`config.mk`:
```
export PLATFORM = sky130hd
export DESIGN_NAME = mastermind_game_ctrl_flat
export DESIGN_NICKNAME = d
export VERILOG_FILES = /design/src/rtl/mastermind_game_ctrl_if.sv /design/src/rtl/mastermind_game_ctrl.sv /design/src/flat_wrapper.sv
export SDC_FILE = /design/constraint.sdc
export NUM_CORES = 1
export LEC_CHECK = 0
export ABC_CLOCK_PERIOD_IN_PS = 5570
export CORE_ASPECT_RATIO = 1.5
export CORE_UTILIZATION = 51
export DETAILED_ROUTE_END_ITERATION = 10
export MAX_ROUTING_LAYER = met4
export PLACE_DENSITY = 0.78
export SYNTH_ARGS = -nofsm -noshare
export SYNTH_HDL_FRONTEND = slang
export SYNTH_SLANG_ARGS = --single-unit
export TNS_END_PERCENT = 5
```
`constraint.sdc`:
```
create_clock -name clk -period 5.57 [get_ports clk]
set_clock_uncertainty 0.05 [all_clocks]
set_input_delay 1.3925 -clock clk [delete_from_list [all_inputs] [get_ports clk]]
set_output_delay 1.3925 -clock clk [all_outputs]
set_load 0.01 [all_outputs]
```
`src/rtl/mastermind_game_ctrl_if.sv`:
```
// Button/secret inputs and board/status outputs of the Mastermind game sequencer.
// The master side (stimulus or button front end) drives inputs; the slave is the controller.
interface mastermind_game_ctrl_if #(
    parameter int ROWS = 6
);
    logic                 start;
    logic [11:0]          secret_in;
    logic                 btn_left;
    logic                 btn_right;
    logic                 btn_up;
    logic                 btn_down;
    logic                 btn_enter;
    logic [ROWS*12-1:0]   matrix_flat;
    logic [ROWS*6-1:0]    fb_flat;
    logic [2:0]           guess_num;
    logic [1:0]           cursor;
    logic                 q_Init;
    logic                 q_Input;
    logic                 q_Score;
    logic                 q_Win;
    logic                 q_Lose;
    logic [11:0]          secret_out;

    modport master (
        output start, secret_in, btn_left, btn_right, btn_up, btn_down, btn_enter,
        input  matrix_flat, fb_flat, guess_num, cursor,
        input  q_Init, q_Input, q_Score, q_Win, q_Lose, secret_out
    );

    modport slave (
        input  start, secret_in, btn_left, btn_right, btn_up, btn_down, btn_enter,
        output matrix_flat, fb_flat, guess_num, cursor,
        output q_Init, q_Input, q_Score, q_Win, q_Lose, secret_out
    );
endinterface

```
`src/rtl/mastermind_game_ctrl.sv`:
```
// Mastermind game sequencer: owns the guess board, cursor and current row, scores each
// committed row against the latched secret one colour per cycle, and decides win/lose.
module mastermind_game_ctrl #(
    parameter int ROWS    = 6,
    parameter int NCOLORS = 6
) (
    input  logic                   clk,
    input  logic                   reset,
    mastermind_game_ctrl_if.slave  bus
);

    localparam logic [2:0] MAXC    = 3'(NCOLORS);
    localparam logic [2:0] LASTROW = 3'(ROWS - 1);

    typedef enum logic [2:0] {
        S_INIT,
        S_INPUT,
        S_SCORE,
        S_RESULT,
        S_WIN,
        S_LOSE
    } state_t;

    state_t              state, state_next;
    logic [ROWS*12-1:0]  matrix, matrix_next;
    logic [ROWS*6-1:0]   fb, fb_next;
    logic [2:0]          guess_num, guess_next;
    logic [1:0]          cursor, cursor_next;
    logic [11:0]         secret, secret_next;
    logic [2:0]          exact, exact_next;
    logic [2:0]          acc, acc_next;
    logic [2:0]          color_k, color_k_next;
    logic                q_init, q_input, q_score, q_win, q_lose;
    logic [11:0]         secret_q;
    logic [11:0]         cur_row;
    logic [2:0]          cur_peg;
    logic                row_full;

    function automatic logic [2:0] sanitize(input logic [2:0] c);
        return (c == 3'd0 || c > MAXC) ? 3'd1 : c;
    endfunction

    function automatic logic [2:0] count_color(input logic [11:0] row, input logic [2:0] color);
        logic [2:0] n;
        n = 3'd0;
        for (int c = 0; c < 4; c++)
            if (row[c*3 +: 3] == color) n = n + 3'd1;
        return n;
    endfunction

    function automatic logic [2:0] count_exact(input logic [11:0] g, input logic [11:0] s);
        logic [2:0] n;
        n = 3'd0;
        for (int c = 0; c < 4; c++)
            if (g[c*3 +: 3] == s[c*3 +: 3]) n = n + 3'd1;
        return n;
    endfunction

    function automatic logic [2:0] min3(input logic [2:0] a, input logic [2:0] b);
        return (a < b) ? a : b;
    endfunction

    function automatic logic [2:0] peg_up(input logic [2:0] p);
        return (p == 3'd0 || p >= MAXC) ? 3'd1 : p + 3'd1;
    endfunction

    function automatic logic [2:0] peg_down(input logic [2:0] p);
        return (p <= 3'd1 || p > MAXC) ? MAXC : p - 3'd1;
    endfunction

    assign cur_row  = matrix[int'(guess_num)*12 +: 12];
    assign cur_peg  = cur_row[int'(cursor)*3 +: 3];
    assign row_full = (cur_row[2:0] != 3'd0) && (cur_row[5:3] != 3'd0) &&
                      (cur_row[8:6] != 3'd0) && (cur_row[11:9] != 3'd0);

    // Next-state and datapath updates; start overrides every state, including mid-score.
    always_comb begin
        state_next   = state;
        matrix_next  = matrix;
        fb_next      = fb;
        guess_next   = guess_num;
        cursor_next  = cursor;
        secret_next  = secret;
        exact_next   = exact;
        acc_next     = acc;
        color_k_next = color_k;

        if (bus.start) begin
            state_next   = S_INPUT;
            matrix_next  = '0;
            fb_next      = '0;
            guess_next   = 3'd0;
            cursor_next  = 2'd0;
            exact_next   = 3'd0;
            acc_next     = 3'd0;
            color_k_next = 3'd0;
            for (int c = 0; c < 4; c++)
                secret_next[c*3 +: 3] = sanitize(bus.secret_in[c*3 +: 3]);
        end else begin
            case (state)
                S_INPUT: begin
                    if (bus.btn_enter) begin
                        // A row with an empty peg cannot be committed; the press is swallowed.
                        if (row_full) begin
                            exact_next   = count_exact(cur_row, secret);
                            acc_next     = 3'd0;
                            color_k_next = 3'd1;
                            state_next   = S_SCORE;
                        end
                    end else if (bus.btn_up) begin
                        matrix_next[int'(guess_num)*12 + int'(cursor)*3 +: 3] = peg_up(cur_peg);
                    end else if (bus.btn_down) begin
                        matrix_next[int'(guess_num)*12 + int'(cursor)*3 +: 3] = peg_down(cur_peg);
                    end else if (bus.btn_left) begin
                        if (cursor != 2'd0) cursor_next = cursor - 2'd1;
                    end else if (bus.btn_right) begin
                        if (cursor != 2'd3) cursor_next = cursor + 2'd1;
                    end
                end
                S_SCORE: begin
                    acc_next     = acc + min3(count_color(cur_row, color_k),
                                              count_color(secret, color_k));
                    color_k_next = color_k + 3'd1;
                    if (color_k == MAXC) state_next = S_RESULT;
                end
                S_RESULT: begin
                    fb_next[int'(guess_num)*6 +: 6] = {acc - exact, exact};
                    if (exact == 3'd4) begin
                        state_next = S_WIN;
                    end else if (guess_num == LASTROW) begin
                        state_next = S_LOSE;
                    end else begin
                        guess_next  = guess_num + 3'd1;
                        cursor_next = 2'd0;
                        state_next  = S_INPUT;
                    end
                end
                default: ;
            endcase
        end
    end

    // Status flags and secret_out are decoded from the next state so they stay registered.
    always_ff @(posedge clk or posedge reset) begin
        if (reset) begin
            state     <= S_INIT;
            matrix    <= '0;
            fb        <= '0;
            guess_num <= 3'd0;
            cursor    <= 2'd0;
            secret    <= 12'd0;
            exact     <= 3'd0;
            acc       <= 3'd0;
            color_k   <= 3'd0;
            q_init    <= 1'b1;
            q_input   <= 1'b0;
            q_score   <= 1'b0;
            q_win     <= 1'b0;
            q_lose    <= 1'b0;
            secret_q  <= 12'd0;
        end else begin
            state     <= state_next;
            matrix    <= matrix_next;
            fb        <= fb_next;
            guess_num <= guess_next;
            cursor    <= cursor_next;
            secret    <= secret_next;
            exact     <= exact_next;
            acc       <= acc_next;
            color_k   <= color_k_next;
            q_init    <= (state_next == S_INIT);
            q_input   <= (state_next == S_INPUT);
            q_score   <= (state_next == S_SCORE) || (state_next == S_RESULT);
            q_win     <= (state_next == S_WIN);
            q_lose    <= (state_next == S_LOSE);
            secret_q  <= (state_next == S_WIN || state_next == S_LOSE) ? secret_next : 12'd0;
        end
    end

    assign bus.matrix_flat = matrix;
    assign bus.fb_flat     = fb;
    assign bus.guess_num   = guess_num;
    assign bus.cursor      = cursor;
    assign bus.q_Init      = q_init;
    assign bus.q_Input     = q_input;
    assign bus.q_Score     = q_score;
    assign bus.q_Win       = q_win;
    assign bus.q_Lose      = q_lose;
    assign bus.secret_out  = secret_q;

endmodule

```
`src/flat_wrapper.sv`:
```
// flat-port wrapper written by rule: the top's interface ports become plain ports
module mastermind_game_ctrl_flat 
#(
    parameter int ROWS    = 6,
    parameter int NCOLORS = 6
)
  (clk, reset, bus_start, bus_secret_in, bus_btn_left, bus_btn_right, bus_btn_up, bus_btn_down, bus_btn_enter, bus_matrix_flat, bus_fb_flat, bus_guess_num, bus_cursor, bus_q_Init, bus_q_Input, bus_q_Score, bus_q_Win, bus_q_Lose, bus_secret_out);
  mastermind_game_ctrl_if #(.ROWS(ROWS)) bus_i ();
  input  logic clk;
  input  logic reset;
  input wire logic [$bits(bus_i.start)-1:0] bus_start;
  input wire logic [$bits(bus_i.secret_in)-1:0] bus_secret_in;
  input wire logic [$bits(bus_i.btn_left)-1:0] bus_btn_left;
  input wire logic [$bits(bus_i.btn_right)-1:0] bus_btn_right;
  input wire logic [$bits(bus_i.btn_up)-1:0] bus_btn_up;
  input wire logic [$bits(bus_i.btn_down)-1:0] bus_btn_down;
  input wire logic [$bits(bus_i.btn_enter)-1:0] bus_btn_enter;
  output wire logic [$bits(bus_i.matrix_flat)-1:0] bus_matrix_flat;
  output wire logic [$bits(bus_i.fb_flat)-1:0] bus_fb_flat;
  output wire logic [$bits(bus_i.guess_num)-1:0] bus_guess_num;
  output wire logic [$bits(bus_i.cursor)-1:0] bus_cursor;
  output wire logic [$bits(bus_i.q_Init)-1:0] bus_q_Init;
  output wire logic [$bits(bus_i.q_Input)-1:0] bus_q_Input;
  output wire logic [$bits(bus_i.q_Score)-1:0] bus_q_Score;
  output wire logic [$bits(bus_i.q_Win)-1:0] bus_q_Win;
  output wire logic [$bits(bus_i.q_Lose)-1:0] bus_q_Lose;
  output wire logic [$bits(bus_i.secret_out)-1:0] bus_secret_out;
  assign bus_i.start = bus_start;
  assign bus_i.secret_in = bus_secret_in;
  assign bus_i.btn_left = bus_btn_left;
  assign bus_i.btn_right = bus_btn_right;
  assign bus_i.btn_up = bus_btn_up;
  assign bus_i.btn_down = bus_btn_down;
  assign bus_i.btn_enter = bus_btn_enter;
  assign bus_matrix_flat = bus_i.matrix_flat;
  assign bus_fb_flat = bus_i.fb_flat;
  assign bus_guess_num = bus_i.guess_num;
  assign bus_cursor = bus_i.cursor;
  assign bus_q_Init = bus_i.q_Init;
  assign bus_q_Input = bus_i.q_Input;
  assign bus_q_Score = bus_i.q_Score;
  assign bus_q_Win = bus_i.q_Win;
  assign bus_q_Lose = bus_i.q_Lose;
  assign bus_secret_out = bus_i.secret_out;
  mastermind_game_ctrl #(.ROWS(ROWS), .NCOLORS(NCOLORS)) u_core (.clk(clk), .reset(reset), .bus(bus_i));
endmodule
```
# Word level (Yosys, flattened, before mapping)
# Cells that the tools add are included.
# word_totals
output_inout_bits	130
register_bits	154
input_bits	20
n_memories	0
mem_bits_ro	0
ramBits	0
elab_cells	217
latchBits	0
# classes
n_div	0
reduce_logical	34
shift	7
n_addsub	20
order_cmp	8
bitwise	0
eq_ne	37
n_mux	93
mul	3
# op_table
operator	count
72-bit two-way mux	5
3-bit two-way mux	64
72-bit bitwise mux	2
3-bit by 33-bit indexed part select with 72-bit output	2
36-bit two-way mux	2
3-bit by 33-bit variable shift with 72-bit output, first input constant	1
72-bit by 8-bit indexed part select with 12-bit output	1
32-bit negation with 33-bit output	2
3-bit by 1-bit adder with 3-bit output, second input constant	12
36-bit bitwise mux	1
3-bit == test	12
6-bit by 33-bit variable shift with 36-bit output, first input constant	1
6-bit by 33-bit indexed part select with 36-bit output	1
32-bit adder	1
12-bit by 32-bit indexed part select with 3-bit output	1
12-bit two-way mux	2
3-bit nonzero test	7
2-bit two-way mux	10
3-bit logical NOT	6
3-bit != test, second input constant	6
3-bit == test, second input constant	5
3-bit > comparator, second input constant	5
3-bit by 2-bit == test with 1-bit output, second input constant	4
3-bit one-hot mux with 2 select lines	2
23 further kinds	47

# Depth between registers and ports, before layout
# depth
word_depth	28
mapped_depth	27
depth_no_buf	24

# Least setup slack after synthesis
# OpenSTA, ideal clock, no wires.
# synth_path
path_kind	reg-to-reg
from	register u_core.guess_num[0], in the netlist u_core.bus.guess_num[0]
to	register u_core.matrix[33], in the netlist u_core.bus.matrix_flat[33]
synth_period_minus_slack_ns	5.341
path_slack_ns	0.229
arrival_time_ns	5.167
required_ns	5.396
n_path_buf	4
stages_incl_launch_ff	18
setup_ns	0.124
cell_sequence	dfrtp_1 > buf_6 > buf_4 > clkbuf_1 > clkinv_1 > ha_1 > fa_1 > and3b_1 > a32o_1 > or3_1 > and2_1 > nor3_1 > ha_1 > nand2_1 > nor4_1 > clkbuf_1 > a31oi_1 > o31a_1
# synth_via
elab_chain_cells	13
elab_cells_between_ends	25
classes_between	4 x add/sub; 1 x mul; 3 x order compare; 5 x shift; 9 x mux; 3 x reduce/logical
# synth_rtl
item	line_no	text
start, declared	mastermind_game_ctrl.sv:27	logic [2:0] guess_num, guess_next;
start signal, assigned	mastermind_game_ctrl.sv:165	guess_num <= guess_next;
3-bit by 2-bit multiplier with 5-bit output *	mastermind_game_ctrl.sv:71, mastermind_game_ctrl.sv:111, mastermind_game_ctrl.sv:113	
parallel branches: the longest is 8 deep, another holds 32-bit negation with 33-bit output	-	
72-bit two-way mux *	mastermind_game_ctrl.sv:110	end else if (bus.btn_up) begin
72-bit two-way mux *	mastermind_game_ctrl.sv:102	if (bus.btn_enter) begin
72-bit two-way mux *	mastermind_game_ctrl.sv:100	case (state)
72-bit two-way mux *	mastermind_game_ctrl.sv:88	if (bus.start) begin
end signal, assigned	mastermind_game_ctrl.sv:163	matrix <= matrix_next;
end, declared	mastermind_game_ctrl.sv:25	logic [ROWS*12-1:0] matrix, matrix_next;
# Every way passes the cells marked *. The select of a mux whose other input is x is not followed.
# A chain may end at the register's enable or synchronous reset.

# Worst setup path after layout
# layout_path
from	register u_core.guess_num[1], in the netlist u_core.bus.guess_num[1]
to	register u_core.acc[2]
# layout_via
elab_chain_cells	23
elab_cells_between_ends	35
classes_between	4 x add/sub; 1 x mul; 1 x order compare; 5 x eq/ne; 1 x shift; 15 x mux; 8 x reduce/logical
# layout_rtl
item	line_no	text
3-bit by 2-bit multiplier with 5-bit output *	mastermind_game_ctrl.sv:71	assign cur_row = matrix[int'(guess_num)*12 +: 12];
72-bit by 8-bit indexed part select with 12-bit output *	mastermind_game_ctrl.sv:71	
3-bit == test	mastermind_game_ctrl.sv:47	if (row[c*3 +: 3] == color) n = n + 3'd1;
1-bit two-way mux	mastermind_game_ctrl.sv:47	
3-bit two-way mux	mastermind_game_ctrl.sv:100	
3-bit two-way mux	mastermind_game_ctrl.sv:88	
3-bit by 1-bit adder with 3-bit output	mastermind_game_ctrl.sv:47	
3-bit two-way mux	mastermind_game_ctrl.sv:47	
[7 not listed]	-	
3-bit two-way mux	mastermind_game_ctrl.sv:47	
3-bit two-way mux	mastermind_game_ctrl.sv:100	
3-bit two-way mux	mastermind_game_ctrl.sv:88	
3-bit less-than comparator	mastermind_game_ctrl.sv:60	return (a < b) ? a : b;
3-bit two-way mux	mastermind_game_ctrl.sv:60	
3-bit adder	mastermind_game_ctrl.sv:121	acc_next = acc + min3(count_color(cur_row, color_k),
3-bit one-hot mux with 2 select lines	mastermind_game_ctrl.sv:100	
3-bit two-way mux	mastermind_game_ctrl.sv:88	
end signal, assigned	mastermind_game_ctrl.sv:169	acc <= acc_next;
end, declared	mastermind_game_ctrl.sv:31	logic [2:0] acc, acc_next;
# Every way passes the cells marked *; elsewhere a longest branch is shown, timed or not. The select of a mux whose other input is x is not followed.

==> impl_metrics.ini <==
[route]
drtIter0Drc = 1098
viasPerCell = 6.49
highest_layer = met4
dr_wl_met2_mm = 22.0
wl_met3_mm = 2.81
totalWireLength_mm = 44.2
drcViolationCount = 0
vias = 11800
dr.pass1.iters = 9
routedWlPerCell_microns = 24.4
wl_met1_mm = 15.9
ant_nets = 0

[worst_setup_path]
r2r_setup_slack_ps = 290
reg2reg_depth = 22
critPathMaxFanout = 13
crit_end = u_core.acc[2]
worst-setup-path-type = reg -> reg
r2r_start = u_core.bus.guess_num[1]
crit_start = u_core.bus.guess_num[1]
cp.arrival_ps = 5570
start_kind = flop
required_ps = 5860
crit_path_end_kind = flop
rr_endpoint = u_core.acc[2]

[pwr]
power.density_nw_per_um2 = 207
seq_power_share_pct = 39.0
p_comb_share_pct = 17.2
switching_share_pct = 30.5
ir_drop_mv = 0.236
p_int_uw = 2040
p_leak_uw = 0.00593
p_clk_share_pct = 43.8
power.switching_uw = 896

[floorplan]
die_x_microns = 124
core.rowCount = 66
dieArea_sq_um = 23100
coreArea_sq_um = 21900
die_height_microns = 186
ios = 150
start_util_pct = 52.4

[sta]
fin_tns_setup_ps = 0
fmax_mhz = 189
setup_ws_ps = 288
fin_crit_sh_pct = 94.8
hold_ws_ps = 436
rsz0062_at_grt = no
final-hold-violation-count = 0
finalCriticalPeriod_ps = 5280
drv_slew = 0
slew_headroom_pct = 31.5
tightest_slew_ps = 1020
setup_violations = 0

[clock_tree]
cts_tree = yes
clkLatencyLatePin_ps = 450
cts_buffers = 17
cts_max_path_buffers = 2
clk_pin_slew_ps = 80
holdBufCountCts = 0
cts_sinks = 154
h-tree-depth = 4
root_buffer = clkbuf_16

[finish]
syn2layout_area_growth_pct = 23.5
stdcell_area_sq_um = 14200
nets = 1585
drive_gt1_share_pct = 12.8
fillerInstances = 1894
utilization_pct = 64.7

[yosys]
synth_common_cells = dfrtp_1 (153), nand2_1 (152), nor2_1 (148)
ys_seq_elements = 154
synth_most_common_cell = dfrtp_1
synth_ff_type = dfrtp_1
syn_area_sq_um = 11500
synth_cell_types = 97
yosys.area.top_type = dfrtp_1
yosysTopAreaCellShare_pct = 33.4
syn_area_per_cell_sq_um = 8.37
netlist_top_cells_area = dfrtp_1 (33%), nand2_1 (5.0%), nor2_1 (4.8%), nand3_1 (4.5%), ha_1 (3.8%)
ys_warn_count = 0
synth_nets = 1429
seq_area_frac_synth_pct = 33.6
postSynth.asyncResetShare_pct = 100
postSynthCellCount = 1371
synth-edff-count = 0

[global_route]
first_global_vias = 11400
grt_pass1_wl_mm = 66.6
gr-usage-all-layers_pct = 39.1
grt_max_degree = 155
gr-total-overflow = 0
grt_antenna_before_repair = 1

[worst_hold_path]
hold_class = reg -> reg

[placed_design]
dp_hpwl_mm = 32.9
dp_slack_ps = 178
io_buffers = 149
gp_congestion = 1.04
placed_cell_area_sq_um = 13500

[run]
cap_violations = 0

[status]
outcome = finished clean
[worst max-delay path, stage by stage (launching register included)]
cell      delay, ps
dfrtp_2         410
buf_12          160
mux2_2          350
a222oi_1        350
buf_4           200
xnor2_1          50
or3_1           340
inv_1            70
ha_1            260
xnor2_2         180
ha_2            220
a211oi_1         80
or2_2           340
ha_1            310
o21ai_1         100
o21bai_1        160
nand2_1          80
a22o_1          250
fa_1            440
nor3_1          200
a21oi_1          90
o211ai_1        140
mux2_2          370
[metal layers]
layer | GRT usage, % | vias to the layer above
li1 | - | 5296
met3 | 5.32 | 179
met2 | 67.0 | 630
met5 | - | -
met4 | 28.6 | 0
met1 | 41.6 | 5668
[worst min path at each step]
| stage | start | end | slack (ps) | cells past startpoint |
|---|---|---|---|---|
| after global placement | u_core.bus.fb_flat[29] | u_core.bus.fb_flat[29] | 410 | 1 |
| after CTS | u_core.bus.fb_flat[29] | u_core.bus.fb_flat[29] | 430 | 1 |
| after floorplan | u_core.state[2] | u_core.bus.q_Score | 440 | 1 |
| after detailed placement | u_core.bus.fb_flat[29] | u_core.bus.fb_flat[29] | 420 | 1 |
| after global routing | u_core.bus.fb_flat[29] | u_core.bus.fb_flat[29] | 460 | 1 |
| final | u_core.bus.fb_flat[29] | u_core.bus.fb_flat[29] | 440 | 1 |
[power groups by stage]
| stage | clock (uW) | combinational [uW] | sequential (uW) |
|---|---|---|---|
| 2_1_floorplan | 0 | 336 | 1160 |
| 3_3_place_gp | 0 | 478 | 1170 |
| 3_5_place_dp | 0 | 486 | 1170 |
| 4_1_cts | 1290 | 488 | 1150 |
| 5_1_grt | 1330 | 542 | 1150 |
| 6_report | 1290 | 504 | 1150 |
[cells in the final DEF (no fill, tap or decap), types with 26 or more instances in the layout]
cell type	count
a21oi_1	62
and3_1	26
buf_4	67
clkdlybuf4s50_1	148
dfrtp_1	151
ha_1	34
inv_1	44
mux2_2	31
mux2i_1	43
nand2_1	152
nand3_1	104
nor2_1	148
nor3_1	56
o21ai_0	61
xnor2_1	37
[flip-flops by register name, indices dropped and copies added, names as in the netlist]
name and flops:
u_core.acc 3, u_core.bus.fb_flat 36, u_core.bus.q_Score 1, u_core.bus.secret_out 12, u_core.secret 12, u_core.bus.cursor 2, u_core.color_k 3, u_core.bus.q_Input 1
u_core.bus.q_Init 1, u_core.bus.q_Win 1, u_core.bus.q_Lose 1, u_core.bus.guess_num 3, u_core.state 3, u_core.exact 3, u_core.bus.matrix_flat 72
[cell type report]
class / instances / area, sq um / area share, %
multi-input cells: 1086 / 7080 / 50.0
flip-flops and latches: 154 / 3860 / 27.2
repair buffers: 219 / 2070 / 14.6
clock buffers: 18 / 429 / 3.03
well taps: 272 / 340 / 2.40
clock inverters: 14 / 204 / 1.44
inverters: 49 / 188 / 1.32
diodes: 1 / 2.50 / 0.0177
[stage by stage]
stage,cells,total power (uW)
floorplan,1371,1500
global placement,1774,1640
detailed placement,1774,1650
CTS,1806,2920
global route,1813,3020
finish,1813,2940
[repair_timing]
item / CTS / global route
buffers inserted: 0 / 5
endpoints found under the setup margin: 0 / 1
gates resized for setup: 0 / 6
[logic make-up (layout without fill, tap and decap cells)]
group	after synthesis	count (layout)	share of synthesized area [%]
adder cells (fa/ha/maj)	38	38	4.34
AO/OA/AOI/OAI	323	323	20.4
AND/OR/NAND/NOR	585	585	24.1
other	0	1	0
multiplexers	78	78	7.51
buffers and inverters	131	300	4.87
XOR/XNOR	62	62	5.22
flip-flops	154	154	33.6
(Power assumes the default switching activity.)
